==> config.mk <==
export PLATFORM = sky130hd
export DESIGN_NAME = als_spi_sampler
export DESIGN_NICKNAME = d
export VERILOG_FILES = /design/src/rtl/als_pkg.sv /design/src/rtl/als_sclk_gen.sv /design/src/rtl/als_spi_sampler.sv
export SDC_FILE = /design/constraint.sdc
export NUM_CORES = 1
export LEC_CHECK = 0
export BUFFER_PORTS_ARGS = -buffer_cell sky130_fd_sc_hd__buf_2
export CORE_UTILIZATION = 25
export DETAILED_ROUTE_END_ITERATION = 12
export GPL_TIMING_DRIVEN = 0
export SLEW_MARGIN = 20
export SYNTH_ARGS = -nofsm -noshare
export SYNTH_HDL_FRONTEND = slang
export SYNTH_SLANG_ARGS = --single-unit
==> constraint.sdc <==
create_clock -name clk -period 1.9 [get_ports clk]
set_clock_uncertainty 0.1 [all_clocks]
set_input_delay 0.19 -clock clk [delete_from_list [all_inputs] [get_ports clk]]
set_output_delay 0.19 -clock clk [all_outputs]
set_load 0.1 [all_outputs]
==> src/rtl/als_pkg.sv <==
// Shared types and sizing helpers for the ambient-light-sensor SPI sampler.
package als_pkg;

    typedef enum logic [2:0] {
        IDLE,
        WAKE,
        QUIET,
        FRAME,
        WAIT
    } als_state_e;

    // Bits needed to hold values 0..max_val, never less than one.
    function automatic int cnt_width(input int max_val);
        return (max_val < 1) ? 1 : $clog2(max_val + 1);
    endfunction

    function automatic int max2(input int a, input int b);
        return (a > b) ? a : b;
    endfunction

endpackage

==> src/rtl/als_sclk_gen.sv <==
// SCLK divider: toggles sclk every CLK_DIV clocks while enabled, idling high.
module als_sclk_gen
    import als_pkg::*;
#(
    parameter int CLK_DIV = 2
) (
    input  logic clk,
    input  logic resetn,
    input  logic en,
    input  logic restart,
    output logic sclk,
    output logic rise_pulse,
    output logic half_done
);

    localparam int DIV_W = cnt_width(CLK_DIV - 1);
    localparam logic [DIV_W-1:0] DIV_LAST = DIV_W'(CLK_DIV - 1);

    logic [DIV_W-1:0] div_cnt;

    // half_done marks the clk whose edge ends the current half-period.
    assign half_done  = en && (div_cnt == DIV_LAST);
    assign rise_pulse = half_done && !sclk;

    always_ff @(posedge clk or negedge resetn) begin
        if (!resetn) begin
            div_cnt <= '0;
            sclk    <= 1'b1;
        end else if (!en || restart) begin
            div_cnt <= '0;
            sclk    <= 1'b1;
        end else if (half_done) begin
            div_cnt <= '0;
            sclk    <= ~sclk;
        end else begin
            div_cnt <= div_cnt + 1'b1;
        end
    end

endmodule

==> src/rtl/als_spi_sampler.sv <==
// SPI master for serial-output light-sensor ADCs: discards a wake-up frame, then
// paces conversion frames and reports raw and boxcar-averaged samples.
module als_spi_sampler
    import als_pkg::*;
#(
    parameter int CLK_DIV       = 2,
    parameter int FRAME_BITS    = 16,
    parameter int DATA_MSB      = 12,
    parameter int DATA_WIDTH    = 8,
    parameter int WAKE_BITS     = 13,
    parameter int QUIET_CYCLES  = 6,
    parameter int PERIOD_CYCLES = 0,
    parameter int AVG_LOG2      = 2
) (
    input  logic                  clk,
    input  logic                  resetn,
    input  logic                  run_en,
    input  logic                  sdo,
    output logic                  cs_n,
    output logic                  sclk,
    output logic [DATA_WIDTH-1:0] sample,
    output logic                  sample_valid,
    output logic [DATA_WIDTH-1:0] avg,
    output logic                  avg_valid,
    output logic                  busy
);

    localparam int BIT_W  = cnt_width(max2(WAKE_BITS, FRAME_BITS));
    localparam int TMR_W  = cnt_width(max2(QUIET_CYCLES, PERIOD_CYCLES));
    localparam int AVG_N  = 1 << AVG_LOG2;
    localparam int SCNT_W = cnt_width(AVG_N - 1);
    localparam int ACC_W  = DATA_WIDTH + AVG_LOG2;
    localparam int SR_W   = DATA_MSB + 1;

    als_state_e state, next_state;

    logic [BIT_W-1:0]      bit_cnt;
    logic [TMR_W-1:0]      timer;
    logic [SR_W-1:0]       shift_reg;
    logic [ACC_W-1:0]      acc;
    logic [ACC_W-1:0]      acc_sum;
    logic [SCNT_W-1:0]     sample_cnt;
    logic [DATA_WIDTH-1:0] field;
    logic                  after_wake;
    logic                  active;
    logic                  frame_end;
    logic                  rise_pulse;
    logic                  half_done;

    assign active    = (state == WAKE) || (state == FRAME);
    assign frame_end = half_done &&
                       (bit_cnt == ((state == WAKE) ? BIT_W'(WAKE_BITS) : BIT_W'(FRAME_BITS)));
    assign field     = shift_reg[DATA_MSB -: DATA_WIDTH];
    assign acc_sum   = acc + ACC_W'(field);
    assign busy      = (state != IDLE);

    // A restart on the closing half-period keeps sclk parked high into QUIET.
    als_sclk_gen #(
        .CLK_DIV(CLK_DIV)
    ) u_sclk_gen (
        .clk       (clk),
        .resetn    (resetn),
        .en        (active),
        .restart   (frame_end || !run_en),
        .sclk      (sclk),
        .rise_pulse(rise_pulse),
        .half_done (half_done)
    );

    always_comb begin
        next_state = state;
        if (!run_en) begin
            next_state = IDLE;
        end else begin
            case (state)
                IDLE:        next_state = WAKE;
                WAKE, FRAME: if (frame_end) next_state = QUIET;
                QUIET: begin
                    // The wake-up frame is followed straight by data, never by WAIT.
                    if (timer == TMR_W'(QUIET_CYCLES - 1))
                        next_state = ((PERIOD_CYCLES > 0) && !after_wake) ? WAIT : FRAME;
                end
                WAIT:        if (timer == TMR_W'(PERIOD_CYCLES - 1)) next_state = FRAME;
                default:     next_state = IDLE;
            endcase
        end
    end

    always_ff @(posedge clk or negedge resetn) begin
        if (!resetn) begin
            state      <= IDLE;
            cs_n       <= 1'b1;
            timer      <= '0;
            bit_cnt    <= '0;
            shift_reg  <= '0;
            after_wake <= 1'b0;
        end else begin
            state <= next_state;
            cs_n  <= !((next_state == WAKE) || (next_state == FRAME));

            if ((next_state != state) || !(state inside {QUIET, WAIT}))
                timer <= '0;
            else
                timer <= timer + 1'b1;

            if (!run_en || frame_end || !active)
                bit_cnt <= '0;
            else if (rise_pulse)
                bit_cnt <= bit_cnt + 1'b1;

            if (active && rise_pulse)
                shift_reg <= {shift_reg[SR_W-2:0], sdo};

            if (state == WAKE)
                after_wake <= 1'b1;
            else if ((state == FRAME) || (state == IDLE))
                after_wake <= 1'b0;
        end
    end

    always_ff @(posedge clk or negedge resetn) begin
        if (!resetn) begin
            sample       <= '0;
            sample_valid <= 1'b0;
            avg          <= '0;
            avg_valid    <= 1'b0;
            acc          <= '0;
            sample_cnt   <= '0;
        end else begin
            sample_valid <= 1'b0;
            avg_valid    <= 1'b0;
            if (!run_en) begin
                acc        <= '0;
                sample_cnt <= '0;
            end else if ((state == FRAME) && frame_end) begin
                sample       <= field;
                sample_valid <= 1'b1;
                if (sample_cnt == SCNT_W'(AVG_N - 1)) begin
                    avg        <= DATA_WIDTH'(acc_sum >> AVG_LOG2);
                    avg_valid  <= 1'b1;
                    acc        <= '0;
                    sample_cnt <= '0;
                end else begin
                    acc        <= acc_sum;
                    sample_cnt <= sample_cnt + 1'b1;
                end
            end
        end
    end

endmodule

==> qor.yml, run 1 <==
grt.overflow.total: 0
grt_use_met2: 0.1779
p_leak_uw: 0.001612
start_kind: "register"
pin_count: 25
setup_ws_ns: -0.02313
dr_total_vias: 1948
cts.clk_slew.worst_paths_ns: 0.06
drv_slew: 0
n_antenna_cell: 0
outcome: "finished, violations left"
gp_congestion: 0.8157
use_met3: 0.03525
hp-class: "in2reg"
area_growth_pct: 28.35
vias_per_cell: 4.541
fp.dieW_um: 105.8
stdcell_count: 429
syn-mean-instance-area_um2: 11.08
min_period_over_period: 1.012
place_area_um2: 2990
violations: "setup timing"
final_area_um2: 3456
cap_violations: 0
antenna_found_initial: 0
top_usage_layer: "met2"
worstPathMaxFanout: 4
rsz0062_at_grt: "true"
grtUsageMet1: 0.1372
mostFrequentLayoutCells: "50 x dfrtp_1, 47 x nand2_1, 26 x buf_2"
worst-slew-pin-transition_ns: 0.7258
regArea_um2: 1435
final_common_cell: "dfrtp_1"
die_area_um2: 11190
drive_above_1_share: 0.3413
period_minus_slack_ns: 1.923
critPathArrivalTime_ns: 2.05
crit_required_ns: 2.02
ys_seq_area_frac: 0.5307
core-area_um2: 10370
grt_max_degree: 58
drtPass1Iterations: 4
die_y_um: 105.8
dominantRegCellSynth: "dfrtp_1"
synth_seq_cells: 57
finalHoldViolCount: 0
n_fill_cell: 1062
end_kind: "register"
rows: 37
cts_tree: "built"
cts_buffers: 9
nets: 306
h-tree-depth: 3
largest_register_ff_count: 13
grt_pass1_vias: 2021
wl_um: 5780
yosysWarnings: 0
place_inst: 403
drc: 0
syn-instance-count: 243
multi_input_area_um2: 1368
slew_headroom: 0.5161
cts.sinks: 57
antenna_left: 0
synth-edff-count: 0
clock_path_buffers: 2
async_flop_share: 1.000
grt_usage: 0.1123
path_class: "reg2reg"
setup_violations: 5
initial_utilization: 0.2597
port_buffers: 24
drt-initial-drc-count: 84
netlist_area_um2: 2693
root_buffer: "clkbuf_8"
p_per_area_nw_per_um2: 745.4
vdd_drop_max_uv: 270.3
syn-num-nets: 261
grt_pass1_wl_um: 9591
timing.fmax_ghz: 0.5200
synth.distinct_cells: 42
avgRoutedWirePerCell_um: 13.47
insertion_delay_ns: 0.34
dpl.hpwl_um: 3729
[worst paths after layout]
check | startpoint | to | slack [ns] | depth (start not counted)
min reg2reg | sample[0]$_DFFE_PN0P_ | sample[0]$_DFFE_PN0P_ | 0.37 | 2
min in group asynchronous | resetn | avg[3]$_DFFE_PN0P_ | 0.35 | 2
max | shift_reg[5]$_DFFE_PN0P_ | acc[6]$_DFFE_PN0P_ | -0.02 | 7
max in group asynchronous | resetn | shift_reg[5]$_DFFE_PN0P_ | 0.82 | 2
min | run_en | state[1]$_DFF_PN0_ | 0.09 | 2
max reg2reg | shift_reg[5]$_DFFE_PN0P_ | acc[6]$_DFFE_PN0P_ | -0.02 | 7
[synth_stat cells (3+ instances only)]
cell type   n  area, um2
o21ai_1     3      15.01
nand2b_1    3      18.77
xnor2_1     6      52.55
a22o_1      4      35.03
dfrtp_1    55       1376
ha_1       13      162.7
xor2_1      7      61.31
a21o_1      3      22.52
nand2_1    48      180.2
inv_1       7      26.28
buf_2       3      15.01
a31oi_1     3      18.77
or3_1       4      25.02
mux2_2     13      146.4
nor2_1     14      52.55
o21ai_0    16      80.08
a21oi_1     5      25.02
nand4_1     4      25.02
[worst max-delay path, cell delays in order (launching register included)]
cell,delay [ns]
dfrtp_2,0.43
ha_4,0.17
fa_2,0.43
nand3_4,0.10
a31oi_1,0.10
nor2_1,0.16
xor2_1,0.23
o21ai_1,0.09
[routing by layer]
layer | vias to the layer above | routed length [um]
li1 | 935 | -
met5 | - | 0
met4 | 0 | 125
met2 | 24 | 2811
met3 | 12 | 191
met1 | 977 | 2652
[power breakdown]
| group | switching [uW] | total (uW) | internal [uW] |
|---|---|---|---|
| Sequential | 11.3 | 1240 | 1230 |
| Combinational | 115 | 147 | 31.3 |
| Clock | 475 | 1190 | 712 |
| Total | 602 | 2580 | 1970 |
[repair_timing]
item / in CTS / in global routing
setup endpoints to repair: 22 / 13
gates resized for setup: 13 / 27
hold buffers: 2 / 0
setup buffers: 6 / 2
endpoints found under the hold margin: 56 / 0
pin swaps: 7 / 15
cloned: 0 / 0
[cell type report]
class	count	area share
clock buffers	14	0.04996
inverters	8	0.009051
well taps	136	0.04924
repair buffers	34	0.05865
plain buffers	6	0.01195
clock inverters	2	0.01014
multi-input cells	172	0.3957
flip-flops and latches	57	0.4153
[cell families after synthesis]
group / synth area share
AND/OR/NAND/NOR: 0.1691
flip-flops: 0.5307
AO/OA/AOI/OAI: 0.09851
XOR/XNOR: 0.04229
multiplexers: 0.06598
buffers and inverters: 0.02556
adder cells (fa/ha/maj): 0.06785
[metrics by stage]
step                setup TNS, ns  worst slack (ns)  hold slack [ns]  total power (uW)  utilization
CTS                      -0.03932          -0.03932          0.06488              2603       0.3214
global placement           -1.147           -0.1850           0.3424              1403       0.2881
floorplan                       0           0.02253          -0.2056              1359            -
detailed placement         -2.108           -0.2322           0.2033              1409       0.2884
finish                   -0.06330          -0.02313          0.08696              2576       0.3333
global route              -0.7069          -0.09370          0.07758              2685       0.3333
No activity file was read; power rests on OpenSTA's default activity.
==> run 2: changes to the inputs <==
CTS_BUF_LIST = sky130_fd_sc_hd__clkbuf_2   (was not set)
==> run 2 against run 1 <==
  * The run now ends clean
  * Core utilization decreased by 0.57 points
  * Worst setup slack improved by 0.055 ns
  * Combinational power increased by 10%
  * Sequential share of layout area increased by 0.57 points
  * Global-route usage increased by 0.052 points
  * Cell count increased by 1.6%
  * First-iteration DRC count decreased by 11%
  * Clock-buffer cell count decreased by 3
  * Fmax increased by 2.9%
  * Die area unchanged
  * Critical path type unchanged
  * Largest cell class unchanged
  * Largest power group unchanged
  * Highest routed layer unchanged
==> qor.yml, run 2 (same netlist as run 1, synthesis figures left out) <==
initial_utilization: 0.2597  # unchanged
utilization: 0.3276  # -0.005671
min_period_over_period: 0.9833  # -0.02891
antenna_left: 0  # unchanged
grt_usage: 0.1128  # +0.0005153
drc: 0  # unchanged
die_y_um: 105.8  # unchanged
grt_max_degree: 58  # unchanged
p_switching_uw: 568.2  # -5.6%
n_antenna_cell: 0  # unchanged
tns_ns: 0  # +0.06330 ns
cts_buffers: 9  # unchanged
grt_pass1_wl_um: 9777  # +1.9%
crit_family: "compound AO/OA/AOI/OAI gates"
crit_buf_inv: 0  # unchanged
wl_um: 5726  # -0.93%
vias_per_cell: 4.511  # -0.65%
vdd_drop_max_uv: 224.5  # -17%
drive_above_1_share: 0.3433  # +0.002036
gp_congestion: 0.8157  # unchanged
rsz0062_at_grt: "true"
final_common_cell: "dfrtp_1"
cap_violations: 0  # unchanged
path_class: "reg2reg"
cts_tree: "built"
dr_total_vias: 1967  # +0.98%
place_area_um2: 2990  # unchanged
hp-class: "in2async"
nets: 313  # +2.3%
drv_slew: 0  # unchanged
outcome: "finished clean"
port_buffers: 24  # unchanged
path_cells: "ha_4, a211oi_2, o211ai_1, o211ai_1, xnor2_1, mux2_2"
fin_hold_ws_ns: 0.1806  # +0.09361 ns
worstPathMaxFanout: 5  # +1
p_sw_frac: 0.2649  # +0.03122
insertion_delay_ns: 0.48  # +0.14 ns
mostFrequentLayoutCells: "54 x dfrtp_1, 47 x nand2_1, 25 x buf_2"
final_area_um2: 3397  # -1.7%
area_growth_pct: 26.16
rows: 37  # unchanged
cts.sinks: 57  # unchanged
drt-initial-drc-count: 75  # -11%
critPathArrivalTime_ns: 2.14  # +0.09 ns
fp.dieW_um: 105.8  # unchanged
slew_headroom: 0.5120  # -0.004113
timing.fmax_ghz: 0.5353  # +2.9%
p_int_uw: 1577  # -20%
dpl.hpwl_um: 3729  # unchanged
h-tree-depth: 3  # unchanged
worst-slew-pin-transition_ns: 0.7320  # +0.006171 ns
period_minus_slack_ns: 1.868  # -0.05493 ns
drtPass1Iterations: 4  # unchanged
start_kind: "register"
power_uw: 2145  # -17%
end_kind: "register"
crit_top_cell: "o211ai_1"
antenna_found_initial: 0  # unchanged
die_area_um2: 11190  # unchanged
finalHoldViolCount: 0  # unchanged
grt.overflow.total: 0  # unchanged
p_seq_frac: 0.579  # +0.097
setup_violations: 0  # -5
largest_register_ff_count: 13  # unchanged
pin_count: 25  # unchanged
slowest_stage: "dfrtp_1"
p_per_area_nw_per_um2: 631.4  # -15%
core-area_um2: 10370  # unchanged
clock_path_buffers: 2  # unchanged
root_buffer: "clkbuf_2"
avgRoutedWirePerCell_um: 13.13  # -2.5%
grt_pass1_vias: 2053  # +1.6%
p_comb_frac: 0.076  # +0.019
clkPwrFrac: 0.345  # -0.116
crit_required_ns: 2.17  # +0.15 ns
critical_path.max_stage_delay_ns: 0.48  # +0.05 ns
p_leak_uw: 0.001615  # +0.16%
cts.clk_slew.worst_paths_ns: 0.17  # +0.11 ns
## run 2: changes by cell type in the layout (fill, tap and decap cells not counted), sizes merged
cell | previous run | this run
buf | 37 | 44
clkbuf | 15 | 11
clkinv | 2 | 4
dlygate4sd3 | 2 | 3
inv | 7 | 8
## run 2: power groups by stage
stage          clock [uW]  sequential [uW]  combinational, uW
2_1_floorplan           0             1300               63.5
3_3_place_gp            0             1260                140
3_5_place_dp            0             1260                144
4_1_cts               758             1240                165
5_1_grt               828             1250                175
6_report              741             1240                162
## run 2: cell type report
type	instances	area, um2
Fill cell	1077	6973
Sequential cell	57	1430
Inverter	8	32.53
Tap cell	136	170.2
Multi-Input combinational cell	172	1345
Timing Repair Buffer	41	272.8
Clock buffer	11	55.05
Clock inverter	5	46.29
Buffer	6	45.04
## run 2: final timing paths
check,to,startpoint,cells past startpoint,slack (ns)
worst max-delay path,avg[5]$_DFFE_PN0P_,shift_reg[7]$_DFFE_PN0P_,6,0.03
worst min-delay path,avg[3]$_DFFE_PN0P_,resetn,2,0.18
worst max register to register,avg[5]$_DFFE_PN0P_,shift_reg[7]$_DFFE_PN0P_,6,0.03
worst min register to register,timer[0]$_DFF_PN0_,timer[0]$_DFF_PN0_,1,0.38
max in group asynchronous,shift_reg[6]$_DFFE_PN0P_,resetn,2,0.97
min in group clk,timer[0]$_DFF_PN0_,timer[0]$_DFF_PN0_,1,0.38
## run 2: metrics by stage
step / worst slack [ns] / cells
after floorplan: 0.02253 / 243
after global placement: -0.1850 / 403
after detailed placement: -0.2322 / 403
after CTS: 0.005777 / 434
after global routing: -0.05926 / 436
final: 0.03180 / 436
## run 2: timing repair
| item | CTS | global route |
|---|---|---|
| hold buffers | 3 | 0 |
| hold endpoints to repair | 62 | 0 |
| pin swaps | 10 | 4 |
| endpoints found under the setup margin | 23 | 13 |
| setup buffers | 12 | 2 |
| gates resized for setup | 24 | 11 |
## run 2: layer usage
layer,global-route usage,vias to the layer above,share of wire
met5,0,-,0
met4,0.05159,0,0.018
met3,0.03463,10,0.034
met2,0.1765,33,0.47
met1,0.1422,972,0.47
li1,-,952,-
